## src/rtl/hv_step_start_seq.sv

```systemverilog
// rtl/hv_step_start_seq.sv - HV supply step-start sequencer with latched faults
//
// Sequences the HV supply downstream of the standby/HV interlock card:
// main contactor through the step-start resistor, timed resistor bypass,
// wait for anode HV ready, then RF enable. Any fault latches until the
// operator clears it with the HV request removed.
//
// Optional feature macro: HV_SEQ_DEBOUNCE_EN
//   defined   -> the standby and hv_on inputs also pass a DEB_CYCLES stable-value filter
//   undefined -> synchronizers only
//
// Ports
//   clk            in   system clock
//   reset          in   asynchronous, active-high reset
//   i47_SB_on_b    in   standby on, active low
//   i42_SB_off_b   in   complement of i47_SB_on_b
//   i46_hv_on      in   OR(G2_on, anode_on)
//   i45_hv_on      in   NAND(G2_on, anode_on)
//   i78_rf_perm    in   rf_red permit
//   i76_rf_perm    in   rf permit
//   i74_hv_ready   in   anode HV ready
//   i_fault_clr    in   operator fault clear (level)
//   o_main_cont    out  main HV contactor drive
//   o_step_bypass  out  step-start resistor bypass contactor drive
//   o_hv_ready     out  HV sequence complete
//   o_rf_enable    out  RF drive enable
//   o_fault        out  latched fault
//   o_fault_code   out  0 none, 1 standby lost/absent, 2 G2/anode mismatch, 3 HV ready timeout/loss
//   o_state        out  IDLE=0, CONTACT=1, BYPASS=2, RUN=3, FAULT=4

module hv_step_start_seq #(
    parameter int STEP_CYCLES     = 1000,
    parameter int READY_TIMEOUT   = 5000,
    parameter int PARTIAL_TIMEOUT = 200,
    parameter int CNT_W           = 16
`ifdef HV_SEQ_DEBOUNCE_EN
    ,
    parameter int DEB_CYCLES      = 8
`endif
) (
    input  logic       clk,
    input  logic       reset,
    input  logic       i47_SB_on_b,
    input  logic       i42_SB_off_b,
    input  logic       i46_hv_on,
    input  logic       i45_hv_on,
    input  logic       i78_rf_perm,
    input  logic       i76_rf_perm,
    input  logic       i74_hv_ready,
    input  logic       i_fault_clr,
    output logic       o_main_cont,
    output logic       o_step_bypass,
    output logic       o_hv_ready,
    output logic       o_rf_enable,
    output logic       o_fault,
    output logic [1:0] o_fault_code,
    output logic [2:0] o_state
);

    typedef enum logic [2:0] {
        ST_IDLE    = 3'd0,
        ST_CONTACT = 3'd1,
        ST_BYPASS  = 3'd2,
        ST_RUN     = 3'd3,
        ST_FAULT   = 3'd4
    } state_t;

    localparam logic [CNT_W-1:0] STEP_LAST  = CNT_W'(STEP_CYCLES - 1);
    localparam logic [CNT_W-1:0] READY_LAST = CNT_W'(READY_TIMEOUT - 1);
    localparam logic [CNT_W-1:0] PART_LAST  = CNT_W'(PARTIAL_TIMEOUT - 1);
    localparam logic [CNT_W-1:0] CNT_MAX    = '1;

    // Bit order {47, 42, 46, 45, 78, 76, 74, clr}; the two _b inputs idle high.
    localparam logic [7:0] SYNC_IDLE = 8'b1100_0000;

    localparam logic [1:0] CODE_NONE    = 2'd0;
    localparam logic [1:0] CODE_SB      = 2'd1;
    localparam logic [1:0] CODE_PARTIAL = 2'd2;
    localparam logic [1:0] CODE_READY   = 2'd3;

    // ------------------------------------------------------------------
    // Input synchronizers
    // ------------------------------------------------------------------
    logic [7:0] w_in;
    logic [7:0] r_sync1;
    logic [7:0] r_sync2;

    assign w_in = {i47_SB_on_b, i42_SB_off_b, i46_hv_on, i45_hv_on,
                   i78_rf_perm, i76_rf_perm, i74_hv_ready, i_fault_clr};

    always_ff @(posedge clk or posedge reset) begin
        if (reset) begin
            r_sync1 <= SYNC_IDLE;
            r_sync2 <= SYNC_IDLE;
        end else begin
            r_sync1 <= w_in;
            r_sync2 <= r_sync1;
        end
    end

    // Filtered view of {47, 42, 46, 45}
    logic [3:0] w_filt;

`ifdef HV_SEQ_DEBOUNCE_EN
    localparam int         DEB_W    = $clog2(DEB_CYCLES + 1);
    localparam logic [3:0] DEB_IDLE = 4'b1100;

    logic [3:0] r_deb_val;

    // A new level is accepted only after DEB_CYCLES consecutive synced
    // samples that differ from the current filtered value.
    for (genvar g = 0; g < 4; g++) begin : g_deb
        logic [DEB_W-1:0] r_deb_cnt;

        always_ff @(posedge clk or posedge reset) begin
            if (reset) begin
                r_deb_cnt    <= '0;
                r_deb_val[g] <= DEB_IDLE[g];
            end else if (r_sync2[4+g] == r_deb_val[g]) begin
                r_deb_cnt <= '0;
            end else if (r_deb_cnt == DEB_W'(DEB_CYCLES - 1)) begin
                r_deb_cnt    <= '0;
                r_deb_val[g] <= r_sync2[4+g];
            end else begin
                r_deb_cnt <= r_deb_cnt + 1'b1;
            end
        end
    end

    assign w_filt = r_deb_val;
`else
    assign w_filt = r_sync2[7:4];
`endif

    logic w_s47, w_s42, w_s46, w_s45;
    logic w_s78, w_s76, w_s74, w_sclr;

    assign w_s47  = w_filt[3];
    assign w_s42  = w_filt[2];
    assign w_s46  = w_filt[1];
    assign w_s45  = w_filt[0];
    assign w_s78  = r_sync2[3];
    assign w_s76  = r_sync2[2];
    assign w_s74  = r_sync2[1];
    assign w_sclr = r_sync2[0];

    // Both supplies on: OR high and NAND low. Exactly one on: both high.
    logic w_sb_ok, w_hv_req, w_partial;

    assign w_sb_ok   = ~w_s47 & w_s42;
    assign w_hv_req  = w_s46 & ~w_s45;
    assign w_partial = w_s46 & w_s45;

    // ------------------------------------------------------------------
    // Partial (G2/anode mismatch) counter
    // ------------------------------------------------------------------
    logic [CNT_W-1:0] r_part_cnt;
    logic             w_part_to;

    always_ff @(posedge clk or posedge reset) begin
        if (reset) begin
            r_part_cnt <= '0;
        end else if (!w_partial) begin
            r_part_cnt <= '0;
        end else if (r_part_cnt != CNT_MAX) begin
            r_part_cnt <= r_part_cnt + 1'b1;
        end
    end

    assign w_part_to = w_partial && (r_part_cnt == PART_LAST);

    // ------------------------------------------------------------------
    // Sequencer FSM
    // ------------------------------------------------------------------
    state_t           r_state;
    state_t           w_state_nxt;
    logic [CNT_W-1:0] r_seq_cnt;
    logic [CNT_W-1:0] w_seq_cnt_nxt;
    logic [CNT_W-1:0] w_seq_inc;
    logic [1:0]       r_fault_code;
    logic [1:0]       w_code_nxt;

    assign w_seq_inc = (r_seq_cnt == CNT_MAX) ? r_seq_cnt : r_seq_cnt + 1'b1;

    always_ff @(posedge clk or posedge reset) begin
        if (reset) begin
            r_state      <= ST_IDLE;
            r_seq_cnt    <= '0;
            r_fault_code <= CODE_NONE;
        end else begin
            r_state      <= w_state_nxt;
            r_seq_cnt    <= w_seq_cnt_nxt;
            r_fault_code <= w_code_nxt;
        end
    end

    // Per cycle: fault conditions first, then request drop, then progress.
    always_comb begin
        w_state_nxt   = r_state;
        w_seq_cnt_nxt = r_seq_cnt;
        w_code_nxt    = r_fault_code;

        if ((r_state != ST_FAULT) && w_part_to) begin
            w_state_nxt   = ST_FAULT;
            w_seq_cnt_nxt = '0;
            w_code_nxt    = CODE_PARTIAL;
        end else begin
            case (r_state)
                ST_IDLE: begin
                    if (w_hv_req && w_sb_ok) begin
                        w_state_nxt   = ST_CONTACT;
                        w_seq_cnt_nxt = '0;
                    end else if (w_hv_req) begin
                        w_state_nxt = ST_FAULT;
                        w_code_nxt  = CODE_SB;
                    end
                end

                ST_CONTACT: begin
                    if (!w_sb_ok) begin
                        w_state_nxt   = ST_FAULT;
                        w_seq_cnt_nxt = '0;
                        w_code_nxt    = CODE_SB;
                    end else if (!w_hv_req) begin
                        w_state_nxt   = ST_IDLE;
                        w_seq_cnt_nxt = '0;
                    end else if (r_seq_cnt == STEP_LAST) begin
                        w_state_nxt   = ST_BYPASS;
                        w_seq_cnt_nxt = '0;
                    end else begin
                        w_seq_cnt_nxt = w_seq_inc;
                    end
                end

                ST_BYPASS: begin
                    // Standby loss is fatal in every energised state.
                    if (!w_sb_ok) begin
                        w_state_nxt   = ST_FAULT;
                        w_seq_cnt_nxt = '0;
                        w_code_nxt    = CODE_SB;
                    end else if (!w_s74 && (r_seq_cnt == READY_LAST)) begin
                        w_state_nxt   = ST_FAULT;
                        w_seq_cnt_nxt = '0;
                        w_code_nxt    = CODE_READY;
                    end else if (!w_hv_req) begin
                        w_state_nxt   = ST_IDLE;
                        w_seq_cnt_nxt = '0;
                    end else if (w_s74) begin
                        w_state_nxt   = ST_RUN;
                        w_seq_cnt_nxt = '0;
                    end else begin
                        w_seq_cnt_nxt = w_seq_inc;
                    end
                end

                ST_RUN: begin
                    if (!w_sb_ok) begin
                        w_state_nxt = ST_FAULT;
                        w_code_nxt  = CODE_SB;
                    end else if (!w_s74) begin
                        w_state_nxt = ST_FAULT;
                        w_code_nxt  = CODE_READY;
                    end else if (!w_hv_req) begin
                        w_state_nxt = ST_IDLE;
                    end
                end

                ST_FAULT: begin
                    // Code is held (first fault wins) until a clean clear.
                    if (w_sclr && !w_hv_req && !w_partial) begin
                        w_state_nxt   = ST_IDLE;
                        w_seq_cnt_nxt = '0;
                        w_code_nxt    = CODE_NONE;
                    end
                end

                default: begin
                    w_state_nxt   = ST_FAULT;
                    w_seq_cnt_nxt = '0;
                end
            endcase
        end
    end

    // ------------------------------------------------------------------
    // Output decode (state register only, plus synced permits for RF)
    // ------------------------------------------------------------------
    always_comb begin
        o_main_cont   = 1'b0;
        o_step_bypass = 1'b0;
        o_hv_ready    = 1'b0;
        o_rf_enable   = 1'b0;
        o_fault       = 1'b0;
        case (r_state)
            ST_CONTACT: begin
                o_main_cont = 1'b1;
            end
            ST_BYPASS: begin
                o_main_cont   = 1'b1;
                o_step_bypass = 1'b1;
            end
            ST_RUN: begin
                o_main_cont   = 1'b1;
                o_step_bypass = 1'b1;
                o_hv_ready    = 1'b1;
                o_rf_enable   = w_s76 & w_s78;
            end
            ST_FAULT: begin
                o_fault = 1'b1;
            end
            default: begin
                o_main_cont = 1'b0;
            end
        endcase
    end

    assign o_fault_code = r_fault_code;
    assign o_state      = r_state;

endmodule

```

## config.mk

```make
export PLATFORM = sky130hd
export DESIGN_NAME = hv_step_start_seq
export DESIGN_NICKNAME = d
export VERILOG_FILES = /design/src/rtl/hv_step_start_seq.sv
export SDC_FILE = /design/constraint.sdc
export NUM_CORES = 1
export LEC_CHECK = 0
export CORE_MARGIN = 8
export CORE_UTILIZATION = 54
export CTS_BUF_LIST = sky130_fd_sc_hd__clkbuf_8
export DETAILED_ROUTE_END_ITERATION = 7
export PLACE_DENSITY = 0.74
export SYNTH_ARGS = -nofsm -noshare
export SYNTH_HDL_FRONTEND = slang
export SYNTH_SLANG_ARGS = --single-unit
```

## constraint.sdc

```tcl
create_clock -name clk -period 3 [get_ports clk]
set_input_delay 0.3 -clock clk [delete_from_list [all_inputs] [get_ports clk]]
set_output_delay 0.3 -clock clk [all_outputs]
set_load 0.005 [all_outputs]
```

==> results.sh <==
export IMPL_cts_root_buf="clkbuf_8"
export IMPL_ant_nets=0
export IMPL_p_sw_share_pct=29.5
export IMPL_final_nets=307
export IMPL_cts_buffer_depth=2
export IMPL_placedCellCount=358
export IMPL_synth_top_cell_by_area="dfrtp_1"
export IMPL_fillers=424
export IMPL_vias_per_cell=5.91
export IMPL_grt_ovfl_total=0
export IMPL_drc=0
export IMPL_grt_pass1_vias=2155
export IMPL_synth_main_ff_cell="dfrtp_1"
export IMPL_synth_cell_types=58
export IMPL_drive_above_1_share_pct=8.78
export IMPL_syn_inst=276
export IMPL_seq_area_frac_synth_pct=49.0
export IMPL_die_w_um=87.0
export IMPL_slew_headroom_pct=56.7
export IMPL_crit_chain="and4_1, and4_1, nand4_1, nand4_1, xnor2_1, nor2_1"
export IMPL_core_rowCount=26
export IMPL_yosys_register_bits=53
export IMPL_critPathBufInv=0
export IMPL_crit_slowest_cell="nand4_1"
export IMPL_wl_per_cell_um=15.4
export IMPL_cpPeakStageDelay_ns=0.55
export IMPL_p_leak_nw=1.30
export IMPL_clk_pin_slew_ns=0.10
export IMPL_drt_total_wl_um=5640
export IMPL_cts_resized_gates=0
export IMPL_io_pin_count=20
export IMPL_cts_buffers=5
export IMPL_synthTopCellsByArea="dfrtp_1 45%, dfstp_2 3.9%, nor2_1 3.6%, nand3_1 3.5%, xor2_1 2.9%"
export IMPL_cp_required_ns=3.19
export IMPL_avgSynthCellArea_um2=9.85
export IMPL_worst_pin_slew_ns=0.648
export IMPL_die_h_um=87.0
export IMPL_dp_hpwl_um=3840
export IMPL_drtIter0Drc=95
export IMPL_cp_end_kind="register"
export IMPL_die_area_um2=7560
export IMPL_synth_top_cells_by_count="49 x dfrtp_1, 26 x nor2_1, 19 x nand2_1, 19 x nand3_1, 13 x a21oi_1"
export IMPL_cts_sinks=53
export IMPL_vias=2162
export IMPL_fin_setup_tns_ns=0
export IMPL_synth_top_area_share_pct=45.1
export IMPL_max_cap_violations=0
export IMPL_netlist_area_um2=2720
export IMPL_area_delta_synth_final_pct=12.0
export IMPL_clock_power_share_pct=28.3
export IMPL_maxSlewViolCount=0
export IMPL_fin_crit_sh_pct=77.0
export IMPL_start_util_pct=54.6
export IMPL_post_synth_top_count_cell="dfrtp_1"
export IMPL_pwr_share_seq_pct=50.6
export IMPL_crit_family="simple AND/OR/NAND/NOR gates"
export IMPL_p_sw_w=0.000455
export IMPL_cts_htree_levels=2
export IMPL_p_int_w=0.00109
export IMPL_syn_nets=288
export IMPL_yosys_warnings=0
export IMPL_ir_drop_mv=0.361
export IMPL_startpoint_type="register"
export IMPL_post_cts_buffers=0
export IMPL_rsz0062_at_grt="false"
export IMPL_cp_max_fo=14
export IMPL_grt_max_degree=32
export IMPL_final_cells=366
export IMPL_core_area_um2=4980
export IMPL_gp_congestion=0.931
export IMPL_hold_viol_final=0
export IMPL_power_density_nw_per_um2=506
export IMPL_outcome="complete, no violations"
export IMPL_combPwrFrac_pct=21.1
export IMPL_clock_skew_ns=0.00828
export IMPL_critical_path_class="reg2reg"
export IMPL_min_path_type="in2async"
export IMPL_dr_pass1_iters=4
export IMPL_grt_pass1_wl_um=9890
export IMPL_track_usage_pct=16.6
export IMPL_min_period_ns=2.31
export IMPL_grt_antenna_before_repair=0
export IMPL_total_power_w=0.00154
export IMPL_diodes=0
export IMPL_setup_violations=0
export IMPL_insertion_delay_ns=0.31
export IMPL_async_flop_share_pct=100
export IMPL_cts_tree="built"
export IMPL_io_buffer_count=19
export IMPL_max_freq_mhz=433
export IMPL_worst_ep_arrival_time_ns=2.50
export IMPL_cts_hold_buf=0
export IMPL_synth_edf_count=0
-- registers in the layout, indices dropped and copies added (netlist names) --
| name | cells |
|---|---|
| o_state | 3 |
| r_sync1 | 8 |
| r_sync2 | 8 |
| r_seq_cnt | 16 |
| r_part_cnt | 16 |
| o_fault_code | 2 |
-- final timing paths --
| check | from | to | slack [ns] | depth (start not counted) |
|---|---|---|---|---|
| min reg2reg | r_sync1[4] | r_sync2[4] | 0.36 | 0 |
| max in group asynchronous | reset | r_sync2[7] | 2.30 | 3 |
| max reg2reg | r_part_cnt[3] | r_part_cnt[15] | 0.69 | 6 |
| min | reset | r_seq_cnt[1] | 0.35 | 3 |
| max | r_part_cnt[3] | r_part_cnt[15] | 0.69 | 6 |
| min in group clk | r_sync1[4] | r_sync2[4] | 0.36 | 0 |
-- power by group through the flow --
stage / clock network [W] / logic, W / registers (W)
finish: 0.000435 / 0.000326 / 0.000779
global route: 0.000479 / 0.000365 / 0.000784
CTS: 0.000448 / 0.000326 / 0.000778
detailed placement: 0 / 0.000323 / 0.000792
global placement: 0 / 0.000320 / 0.000792
floorplan: 0 / 0.000244 / 0.000773
-- layer usage --
layer  vias up  share of wire (%)  routed length [um]  global-route usage, %
met2        53                 47                2660                   26.1
met5         -                  0                   0                      0
met4         0                2.2                 123                   6.42
li1       1048                  -                   -                      -
met1      1043                 46                2600                   20.8
met3        18                4.6                 260                   4.81
-- placed cells by master, fill, tap and decap left out, drive strengths merged, types with 3 or more instances in the layout --
cell type,count
and2,8
nor4,3
clkdlybuf4s50,19
or3,3
a21o,4
and3,9
nand2b,5
dfstp,4
inv,8
buf,3
dfrtp,49
xor2,9
nand4,12
clkbuf,6
nand2,20
a21oi,13
nor2,26
o31ai,3
o21ai,16
a31oi,5
nand3,19
and4,5
mux2i,6
mux2,3
xnor2,3
nor3,5
-- per-stage QoR --
step	cell area [um^2]	worst slack [ns]	utilization, %	hold WS, ns
after global routing	3040	0.508	61.2	0.364
after detailed placement	2950	0.729	59.2	0.336
after CTS	3040	0.717	61.2	0.353
after floorplan	2720	0.860	-	0.304
final	3040	0.689	61.2	0.347
after global placement	2950	0.800	59.2	0.332
-- final cells by class --
cell class | instances | area [um^2] | share of cell area (%)
flip-flops and latches | 53 | 1330 | 43.7
multi-input cells | 206 | 1290 | 42.3
clock inverters | 2 | 16.3 | 0.534
repair buffers | 22 | 213 | 6.99
inverters | 7 | 26.3 | 0.863
clock buffers | 6 | 82.6 | 2.71
well taps | 70 | 87.6 | 2.88
-- tightest hold or removal path: stages --
cell and delay (ns):
clkdlybuf4s50_1 0.42, inv_2 0.06, buf_4 0.27
-- cell families after synthesis --
logic type                 count (synthesis)  synth area share, %
and+or+nand+nor                          126                 25.8
AOI/OAI and AO/OA                         57                 13.3
xor gates and xnor gates                  12                 3.87
DFF                                       53                 49.0
muxes                                      9                 3.45
adders and majority gates                  2                0.920
buffers and inverters                     17                 3.68
No activity file was read; power rests on OpenSTA's default activity.
